<file path="config.mk">
export PLATFORM = sky130hd
export DESIGN_NAME = uart_tx_buf
export DESIGN_NICKNAME = d
export VERILOG_FILES = /design/src/rtl/uart_tx_buf.sv
export SDC_FILE = /design/constraint.sdc
export NUM_CORES = 1
export LEC_CHECK = 0
export CORE_MARGIN = 2
export CORE_UTILIZATION = 42
export DETAILED_ROUTE_END_ITERATION = 7
export GPL_ROUTABILITY_DRIVEN = 0
export SLEW_MARGIN = 15
export SYNTH_ARGS = -nofsm -noshare
export SYNTH_HDL_FRONTEND = slang
export SYNTH_SLANG_ARGS = --single-unit
</file>
<file path="constraint.sdc">
create_clock -name clk_i -period 6.47 [get_ports clk_i]
set_clock_uncertainty 0.15 [all_clocks]
set_input_delay 0.647 -clock clk_i [delete_from_list [all_inputs] [get_ports clk_i]]
set_output_delay 0.647 -clock clk_i [all_outputs]
set_load 0.02 [all_outputs]
</file>
<file path="src/rtl/uart_tx_buf.sv">
// Byte FIFO feeding an 8N1/8N2 UART transmitter; tx_o falls two edges after a byte enters an idle, empty buffer.
// ready_o drops while the FIFO holds FIFO_DEPTH bytes; frames are sent back to back while bytes remain queued.
module uart_tx_buf #(
   parameter int CLK_DIV    = 1041,
   parameter int STOP_BITS  = 1,
   parameter int FIFO_DEPTH = 8
) (
   input  logic       clk_i,
   input  logic       rst_i,
   input  logic [7:0] data_i,
   input  logic       valid_i,
   output logic       ready_o,
   output logic       tx_o,
   output logic       busy_o,
   output logic [4:0] level_o
);
   localparam int              CW        = $clog2(CLK_DIV);
   localparam int              AW        = $clog2(FIFO_DEPTH);
   localparam logic [CW-1:0]   BAUD_LAST = CW'(CLK_DIV - 1);
   localparam logic [2:0]      STOP_LAST = 3'(STOP_BITS - 1);
   localparam logic [4:0]      DEPTH     = 5'(FIFO_DEPTH);

   typedef enum logic [1:0] {IDLE, START, DATA, STOP} state_t;

   state_t          state_q, state_d;
   logic [CW-1:0]   baud_q, baud_d;
   logic [2:0]      bit_q, bit_d;
   logic [7:0]      shift_q, shift_d;
   logic            tx_q, tx_d;
   logic            line_busy_q, line_busy_d;
   logic [AW-1:0]   wr_ptr_q, wr_ptr_d;
   logic [AW-1:0]   rd_ptr_q, rd_ptr_d;
   logic [4:0]      level_q, level_d;
   logic [7:0]      mem [FIFO_DEPTH];

   logic push;
   logic pop;
   logic baud_end;

   assign ready_o  = (level_q < DEPTH);
   assign push     = valid_i & ready_o;
   assign baud_end = (baud_q == BAUD_LAST);

   always_comb begin
      state_d = state_q;
      baud_d  = baud_q;
      bit_d   = bit_q;
      shift_d = shift_q;
      pop     = 1'b0;
      case (state_q)
         IDLE: begin
            baud_d = '0;
            bit_d  = '0;
            if (level_q != 5'd0) begin
               pop     = 1'b1;
               shift_d = mem[rd_ptr_q];
               state_d = START;
            end
         end
         START: begin
            if (baud_end) begin
               baud_d  = '0;
               state_d = DATA;
            end else begin
               baud_d = baud_q + CW'(1);
            end
         end
         DATA: begin
            if (baud_end) begin
               baud_d  = '0;
               shift_d = shift_q >> 1;
               if (bit_q == 3'd7) begin
                  bit_d   = '0;
                  state_d = STOP;
               end else begin
                  bit_d = bit_q + 3'd1;
               end
            end else begin
               baud_d = baud_q + CW'(1);
            end
         end
         STOP: begin
            if (baud_end) begin
               baud_d = '0;
               if (bit_q == STOP_LAST) begin
                  bit_d = '0;
                  // Chain straight into the next start bit when more bytes wait.
                  if (level_q != 5'd0) begin
                     pop     = 1'b1;
                     shift_d = mem[rd_ptr_q];
                     state_d = START;
                  end else begin
                     state_d = IDLE;
                  end
               end else begin
                  bit_d = bit_q + 3'd1;
               end
            end else begin
               baud_d = baud_q + CW'(1);
            end
         end
         default: state_d = IDLE;
      endcase

      // The line trails the state register by one edge, so every bit keeps its full width.
      case (state_q)
         START:   tx_d = 1'b0;
         DATA:    tx_d = shift_q[0];
         default: tx_d = 1'b1;
      endcase
      line_busy_d = (state_q != IDLE);

      wr_ptr_d = push ? wr_ptr_q + AW'(1) : wr_ptr_q;
      rd_ptr_d = pop  ? rd_ptr_q + AW'(1) : rd_ptr_q;
      level_d  = level_q + {4'd0, push} - {4'd0, pop};
   end

   always_ff @(posedge clk_i) begin
      if (rst_i) begin
         state_q     <= IDLE;
         baud_q      <= '0;
         bit_q       <= '0;
         shift_q     <= '0;
         tx_q        <= 1'b1;
         line_busy_q <= 1'b0;
         wr_ptr_q    <= '0;
         rd_ptr_q    <= '0;
         level_q     <= '0;
      end else begin
         state_q     <= state_d;
         baud_q      <= baud_d;
         bit_q       <= bit_d;
         shift_q     <= shift_d;
         tx_q        <= tx_d;
         line_busy_q <= line_busy_d;
         wr_ptr_q    <= wr_ptr_d;
         rd_ptr_q    <= rd_ptr_d;
         level_q     <= level_d;
      end
   end

   always_ff @(posedge clk_i) begin
      if (push && !rst_i) begin
         mem[wr_ptr_q] <= data_i;
      end
   end

   assign tx_o    = tx_q;
   assign level_o = level_q;
   // line_busy_q covers the final stop cycle still on the line after the state returns to IDLE.
   assign busy_o  = line_busy_q | (state_q != IDLE) | (level_q != 5'd0);

endmodule
</file>
# Word level (Yosys, flattened, before mapping)
# Memory sizes are Yosys's and may differ from the RTL's. A register that Yosys moved wholly into a read port is not among the register bits.
# Cells that the tools add are included.
dict set report word_totals {
  regBits 37
  mem_bits_rw 64
  inputBits 11
  output_inout_bits 8
  wordCells 71
  memories 1
}
# name depth word_bits read_ports rd_ports_with_merged_regs write_ports line_no
set memory_table {}
lappend memory_table {mem 8 8 1 1 1 34} ;# logic [7:0] mem [FIFO_DEPTH];
dict set report op_classes {
  addsub 6
  n_lt_le_gt_ge 1
  n_eq_ne 11
  muxes 29
  bitwise_logic 3
  reduce_logical 11
}
# operator count
set ops {}
lappend ops {{$mux W8} 4}
lappend ops {{$pmux W8 S3} 1}
lappend ops {{$pmux W11 S2} 1}
lappend ops {{$mux W3} 6}
lappend ops {{$mux W2} 6}
lappend ops {{$ne A2 B2 Y1 const B} 6}
lappend ops {{$add A11 B1 Y11 const B} 1}
lappend ops {{$eq A11 B11 Y1 const B} 1}
lappend ops {{$mux W11} 1}
lappend ops {{$add A3 B1 Y3 const B} 3}
lappend ops {{$pmux W3 S3} 1}
lappend ops {{$pmux W2 S4} 1}
lappend ops {{$mux W1} 6}
lappend ops {{$reduce_and A6 Y1} 1}
lappend ops {{$add A5 B1 Y5} 1}
lappend ops {{$lt A5 B4 Y1 const B} 1}
lappend ops {{$reduce_bool A5 Y1} 1}
lappend ops {{$sub A5 B1 Y5} 1}
lappend ops {{$eq A2 B2 Y1 const B} 2}
lappend ops {{$pmux W1 S2} 2}
lappend ops {{$reduce_and A4 Y1} 1}
lappend ops {{$eq A3 B3 Y1 const B} 1}
lappend ops {{$logic_not A3 Y1} 1}
lappend ops {{$reduce_and A3 Y1} 1}
lappend ops {{9 further kinds} 10}

# Longest topological paths before layout
dict set report logic_depth {
  word_depth 7
  depth_mapped 13
  ltp_nobuf 13
}

# Least setup slack after synthesis
# No wires, ideal clock.
dict set report synth_timing {
  path_type {flip-flop to flip-flop}
  from {register level_q[3] (netlist: level_o[3])}
  to {register level_q[4] (netlist: level_o[4])}
  setup_ns 0.122
  t_arrival_ns 2.558
  required_time_ns 6.198
  setup_slack_ns 3.641
  stages_incl_launch_ff 14
  path_buffers 0
  synth_period_minus_slack_ns 2.829
  cell_sequence {dfxtp_1 > inv_1 > ha_1 > or4b_4 > nand4b_1 > o22ai_4 > xnor2_1 > ha_1 > inv_1 > fa_1 > nand2b_1 > a21oi_1 > or3_1 > a21oi_1}
}
dict set report synth_between {
  elab_chain_len 6
  elab_cells_between_ends 9
  cone_classes {add/sub (2); order compare (1); mux (4); bitwise (1); reduce/logical (1)}
}
# element line_no
set synth_lines {}
lappend synth_lines {{start, declared} 33} ;# logic [4:0] level_q, level_d;
lappend synth_lines {{start signal, assigned} 138} ;# level_q <= level_d;
lappend synth_lines {{parallel branches: the longest is 5 deep, another holds $lt A5 B4 Y1} --}
lappend synth_lines {{$sub A5 B1 Y5 (*)} 115} ;# level_d = level_q + {4'd0, push} - {4'd0, pop};
# Mark *: on every way between the ends.
# A chain may end at the register's enable or synchronous reset.

# Worst setup path after layout
dict set report layout_timing {
  from {register level_q[3] (netlist: level_o[3])}
  to {output port busy_o}
}
dict set report layout_between {
  elab_chain_len 2
}
# element line_no
set layout_lines {}
lappend layout_lines {{$reduce_bool A5 Y1} 151} ;# assign busy_o = line_busy_q | (state_q != IDLE) | (level_q != 5'd0);
lappend layout_lines {{$or A1 B1 Y1} 151}
lappend layout_lines {{end, declared} 14} ;# output logic busy_o,
# Every way passes these cells.

==> results.txt <==
* Outcome: finished clean
- The first routing iteration left ~150 violations.
- Setup violations remaining at the end of the flow were counted as 0.
- CTS built an H-tree with a depth of 3.
- Average wire per cell in the routed design: between 15 and 20 µm
- Mux contribution to synthesized area: between 10 and 15%
- Crit-path leading delay family: simple AND/OR/NAND/NOR gates
* Root cell of the clock tree: sky130_fd_sc_hd__clkbuf_8
* Number of nets produced by synthesis: 360
- The share of the Yosys chip area taken by registers is 60.0%.
* Number of core rows: 37
* Number of cells on the critical path: 6
- In the synthesized netlist the dominant register cell turns out to be sky130_fd_sc_hd__edfxtp_1.
* Crit path max-delay cell type: sky130_fd_sc_hd__nor4b_1
- The floorplan step set the die width to about 110 µm.
- The die covers around 12000 µm².
- Clock-pin slew was measured on the worst setup and hold paths at roughly 0.10 ns.
- Final design utilization: between 40 and 50%
* Critical path type: flip-flop to output pin
- Setup total negative slack on the finished layout was measured at 0 ns.
* Via density per instance: approximately 5.3
- Largest net degree at the start of global routing: 28
- The worst register-to-register path has a setup slack of 3.42 ns.
* Number of vias after detailed routing: about 2600
- Prior to clock tree synthesis, the placed netlist has a worst setup slack of roughly 2.7 ns.
- Total of flip-flops plus latches after synthesis: about 100
- Count of nets left with antenna violations after detail routing: 0
- Max-cap viol count: 0
* Ant. Diodes: 0
- For the worst flop-to-flop path, the logic depth is 12.
* Transition at the pin with the smallest max-transition slack: 1.15 ns
- The later pin in the worst-skew pair is clocked with a latency of 0.37 ns.
* Fraction of the mapped netlist area in compound gates: roughly 6.6%
* Endpoints failing hold: 0
- In this run, CTS created clock tree buffers numbering 9.
- Post-synthesis instance total: 330
- The worst hold path terminates at baud_q[0].
- Dividing the synthesized area by the synthesized cell count gives 13.8 µm².
- Die Height: 108 µm
- Number of input and output port buffers inserted: 18
* Post-layout instance area: ~5000 µm²
- After detailed routing, the number of remaining DRC violations is 0.
* Max clock buf depth: 2
- Number of top-level pins: 19
* Total count of max-transition violations in the final report: 0
- Ys Warns: 0
- Pwr Density: roughly 380 nW/µm²
- Before antenna repair, the detailed router went through 4 iterations.
- VDD sags by at most between 0.15 and 0.2 mV.
* Worst setup SP type: flip-flop
* Buf+Inv Stages, Crit Path: 2
- Delay of the slowest cell on the worst path: approximately 0.65 ns
- Counting instances, the worst hold path has a depth of 1.
- Xor and xnor fraction of the mapped netlist area: 2.70%
* RSZ-0062 raised after global routing: no
* Crit-path cells: inv_1 -> ha_1 -> nor4b_1 -> nand2_1 -> or2_2 -> clkdlybuf4s50_1
- Sum of routed wire length over all layers: 7850 µm
- Relative area change from synthesis to final layout: 10.6%
- Clock tree from TritonCTS: yes
* Class of the worst hold path: flip-flop to flip-flop
* Critical register-to-register path startpoint: state_q[1]
- Async set or reset register ratio after synthesis: 0%
- Starting density of the core: between 40% and 50%
- Global-route wire length before repair: approximately 13000 µm
- Crit path arrival time: between 2 and 3 ns
- Summing all placed instances gives a cell area of ~4800 µm².
- Relative max-transition margin: 22.7%
- Post-CTS Resized: 0
- Clock Sink Count: roughly 100
- Summing the areas of all fa, ha and maj instances in the mapped netlist gives approximately 5.4% of the synthesized area.
* Main combinational cell family by area after synthesis: simple AND/OR/NAND/NOR gates
- Crit path time final: roughly 3.5 ns
* Required time of the critical path: around 5.7 ns
- After Yosys synthesis, and, or, nand and nor cells account for 11.4% of the synthesized area.
- Derived from the worst setup path, the maximum achievable clock frequency is 284 MHz.
- Combined global-route utilization of all metal layers: ~15%
* Number of enable-type register cells in the synthesized netlist: 64
- Worst min-delay path startpoint: baud_q[0]
* Vias in the first global route: roughly 2600
- In the finished design, the share of the clock period the worst path needs comes to between 50% and 60%.
- In this run the worst path has a maximum fanout of 5.
* Category of the worst setup path capture point: output pin
- Cell type with the highest aggregate area in the netlist: sky130_fd_sc_hd__edfxtp_1
* Overflow left after global routing: 0
- Buffers inserted to repair hold after CTS numbered 0.
- Count of nets after finishing: about 380
- Ratio of cells with drive above 1 in the final layout: between 10% and 20%
- Area share of the leading cell type in the synthesized netlist: between 40 and 50%
- # Post-CTS Setup Buffers: 0
* Post-Synthesis Cell Area: ~4500 µm²
- Core area: approximately 10000 µm²
- The worst register-to-register path ends at level_o[4].
- Count of different cell masters after synthesis: 52
- Across all setup checks in the final design, the least slack found is ~2.9 ns.
- For this design the static power due to leakage is about 1.6 nW.
- The number of antenna violations at the first check in global routing came to 0.
- After legalization and detailed placement, the total HPWL measured 5360 µm.
- Yosys attributes the largest share of cell area to sky130_fd_sc_hd__edfxtp_1 42%, sky130_fd_sc_hd__dfxtp_1 18%, sky130_fd_sc_hd__mux4_2 7.9%.
placed cells by master (no fill, tap or decap), types with 7 or more instances in the layout:
cell type	netlist	routed
sky130_fd_sc_hd__inv_1	14	14
sky130_fd_sc_hd__nand2b_1	7	7
sky130_fd_sc_hd__a22o_1	7	7
sky130_fd_sc_hd__ha_1	18	18
sky130_fd_sc_hd__mux4_2	16	16
sky130_fd_sc_hd__nor2_1	30	30
sky130_fd_sc_hd__dfxtp_1	40	40
sky130_fd_sc_hd__clkbuf_8	0	9
sky130_fd_sc_hd__nand2_1	21	21
sky130_fd_sc_hd__mux2i_1	9	9
sky130_fd_sc_hd__a21oi_1	8	8
sky130_fd_sc_hd__edfxtp_1	64	64
sky130_fd_sc_hd__xor2_1	8	8
sky130_fd_sc_hd__clkdlybuf4s50_1	0	18
sky130_fd_sc_hd__o21ai_0	11	11
synthesized netlist by cell type, types with 2 or more instances:
library cell / count
sky130_fd_sc_hd__mux2_2: 4
sky130_fd_sc_hd__edfxtp_1: 64
sky130_fd_sc_hd__o21ai_0: 11
sky130_fd_sc_hd__nor3_1: 5
sky130_fd_sc_hd__nor2_1: 30
sky130_fd_sc_hd__clkbuf_1: 2
sky130_fd_sc_hd__nand3_1: 6
sky130_fd_sc_hd__and3_1: 2
sky130_fd_sc_hd__a21oi_1: 8
sky130_fd_sc_hd__a21oi_2: 2
sky130_fd_sc_hd__ha_1: 18
sky130_fd_sc_hd__a22o_1: 7
sky130_fd_sc_hd__nor2b_1: 5
sky130_fd_sc_hd__nand2b_1: 7
sky130_fd_sc_hd__dfxtp_1: 40
sky130_fd_sc_hd__buf_2: 6
sky130_fd_sc_hd__inv_1: 14
sky130_fd_sc_hd__nand2_1: 21
sky130_fd_sc_hd__nand4_1: 5
sky130_fd_sc_hd__a221oi_1: 2
sky130_fd_sc_hd__mux4_2: 16
sky130_fd_sc_hd__xor2_1: 8
sky130_fd_sc_hd__mux2_1: 2
sky130_fd_sc_hd__xnor2_1: 6
sky130_fd_sc_hd__or3_1: 3
sky130_fd_sc_hd__mux2i_1: 9
sky130_fd_sc_hd__a31o_2: 2
area by class of cell:
class | instances | area [µm²]
clock buffer | 10 | 128
sequential | 104 | 2720
multi-input combinational | 201 | 1710
clock inverter | 6 | 56.3
inverter | 14 | 52.6
fill | 923 | 5400
timing repair buffer | 18 | 180
tap | 136 | 170
how the worst max path moves through the flow:
stage,end,startpoint,slack [ns]
2_1_floorplan,level_o[4],level_o[3],3.64
3_3_place_gp,mem[0][3],rst_i,2.90
3_5_place_dp,mem[0][4],rst_i,2.74
4_1_cts,busy_o,level_o[3],2.93
5_1_grt,busy_o,level_o[3],2.78
6_report,busy_o,level_o[3],2.95
logic make-up (layout without fill, tap and decap cells):
family	after synthesis	count (layout)
simple gates	96	96
buf+inv	25	48
xor+xnor	14	14
fa+ha+maj	19	19
flops	104	104
compound gates	41	41
mux	31	31
flip-flops by register name (all words and copies together), names as in the netlist, named ones only:
signal,flops
baud_q,11
bit_q,3
level_o,5
line_busy_q,1
mem,64
rd_ptr_q,3
shift_q,8
state_q,2
tx_o,1
wr_ptr_q,3
per-stage QoR:
step / power, mW / std cells / hold slack, ns
floorplan: 1.38 / 330 / 0.291
global placement: 1.53 / 473 / 0.311
detailed placement: 1.54 / 473 / 0.313
CTS: 1.93 / 489 / 0.338
global route: 2.04 / 489 / 0.355
finish: 1.91 / 489 / 0.334
worst register-to-register path: stages (launching register included):
cell and delay [ns]:
sky130_fd_sc_hd__dfxtp_1 0.43, sky130_fd_sc_hd__inv_1 0.12, sky130_fd_sc_hd__ha_1 0.37, sky130_fd_sc_hd__nand4b_1 0.25
sky130_fd_sc_hd__o22ai_4 0.27, sky130_fd_sc_hd__xnor2_1 0.16, sky130_fd_sc_hd__ha_1 0.19, sky130_fd_sc_hd__inv_1 0.05
sky130_fd_sc_hd__fa_1 0.40, sky130_fd_sc_hd__nand2b_1 0.17, sky130_fd_sc_hd__a21oi_1 0.17, sky130_fd_sc_hd__or3_1 0.12
sky130_fd_sc_hd__a21oi_1 0.05
power breakdown:
group	switching (mW)	internal, mW	total, mW	leakage (nW)
clock network	0.240	0.149	0.389	0.0913
logic	0.336	0.325	0.662	0.646
registers	0.0807	0.778	0.859	0.904
total	0.657	1.25	1.91	1.64
routing by layer:
layer	routed length [µm]	track usage [%]	part of all wire [%]	vias to the layer above
li1	-	-	-	1257
met1	3730	19.7	48	1277
met2	3800	24.3	48	35
met3	232	4.16	3.0	5
met4	88	4.95	1.1	0
met5	0	0	0	-
(Power assumes the default switching activity.)
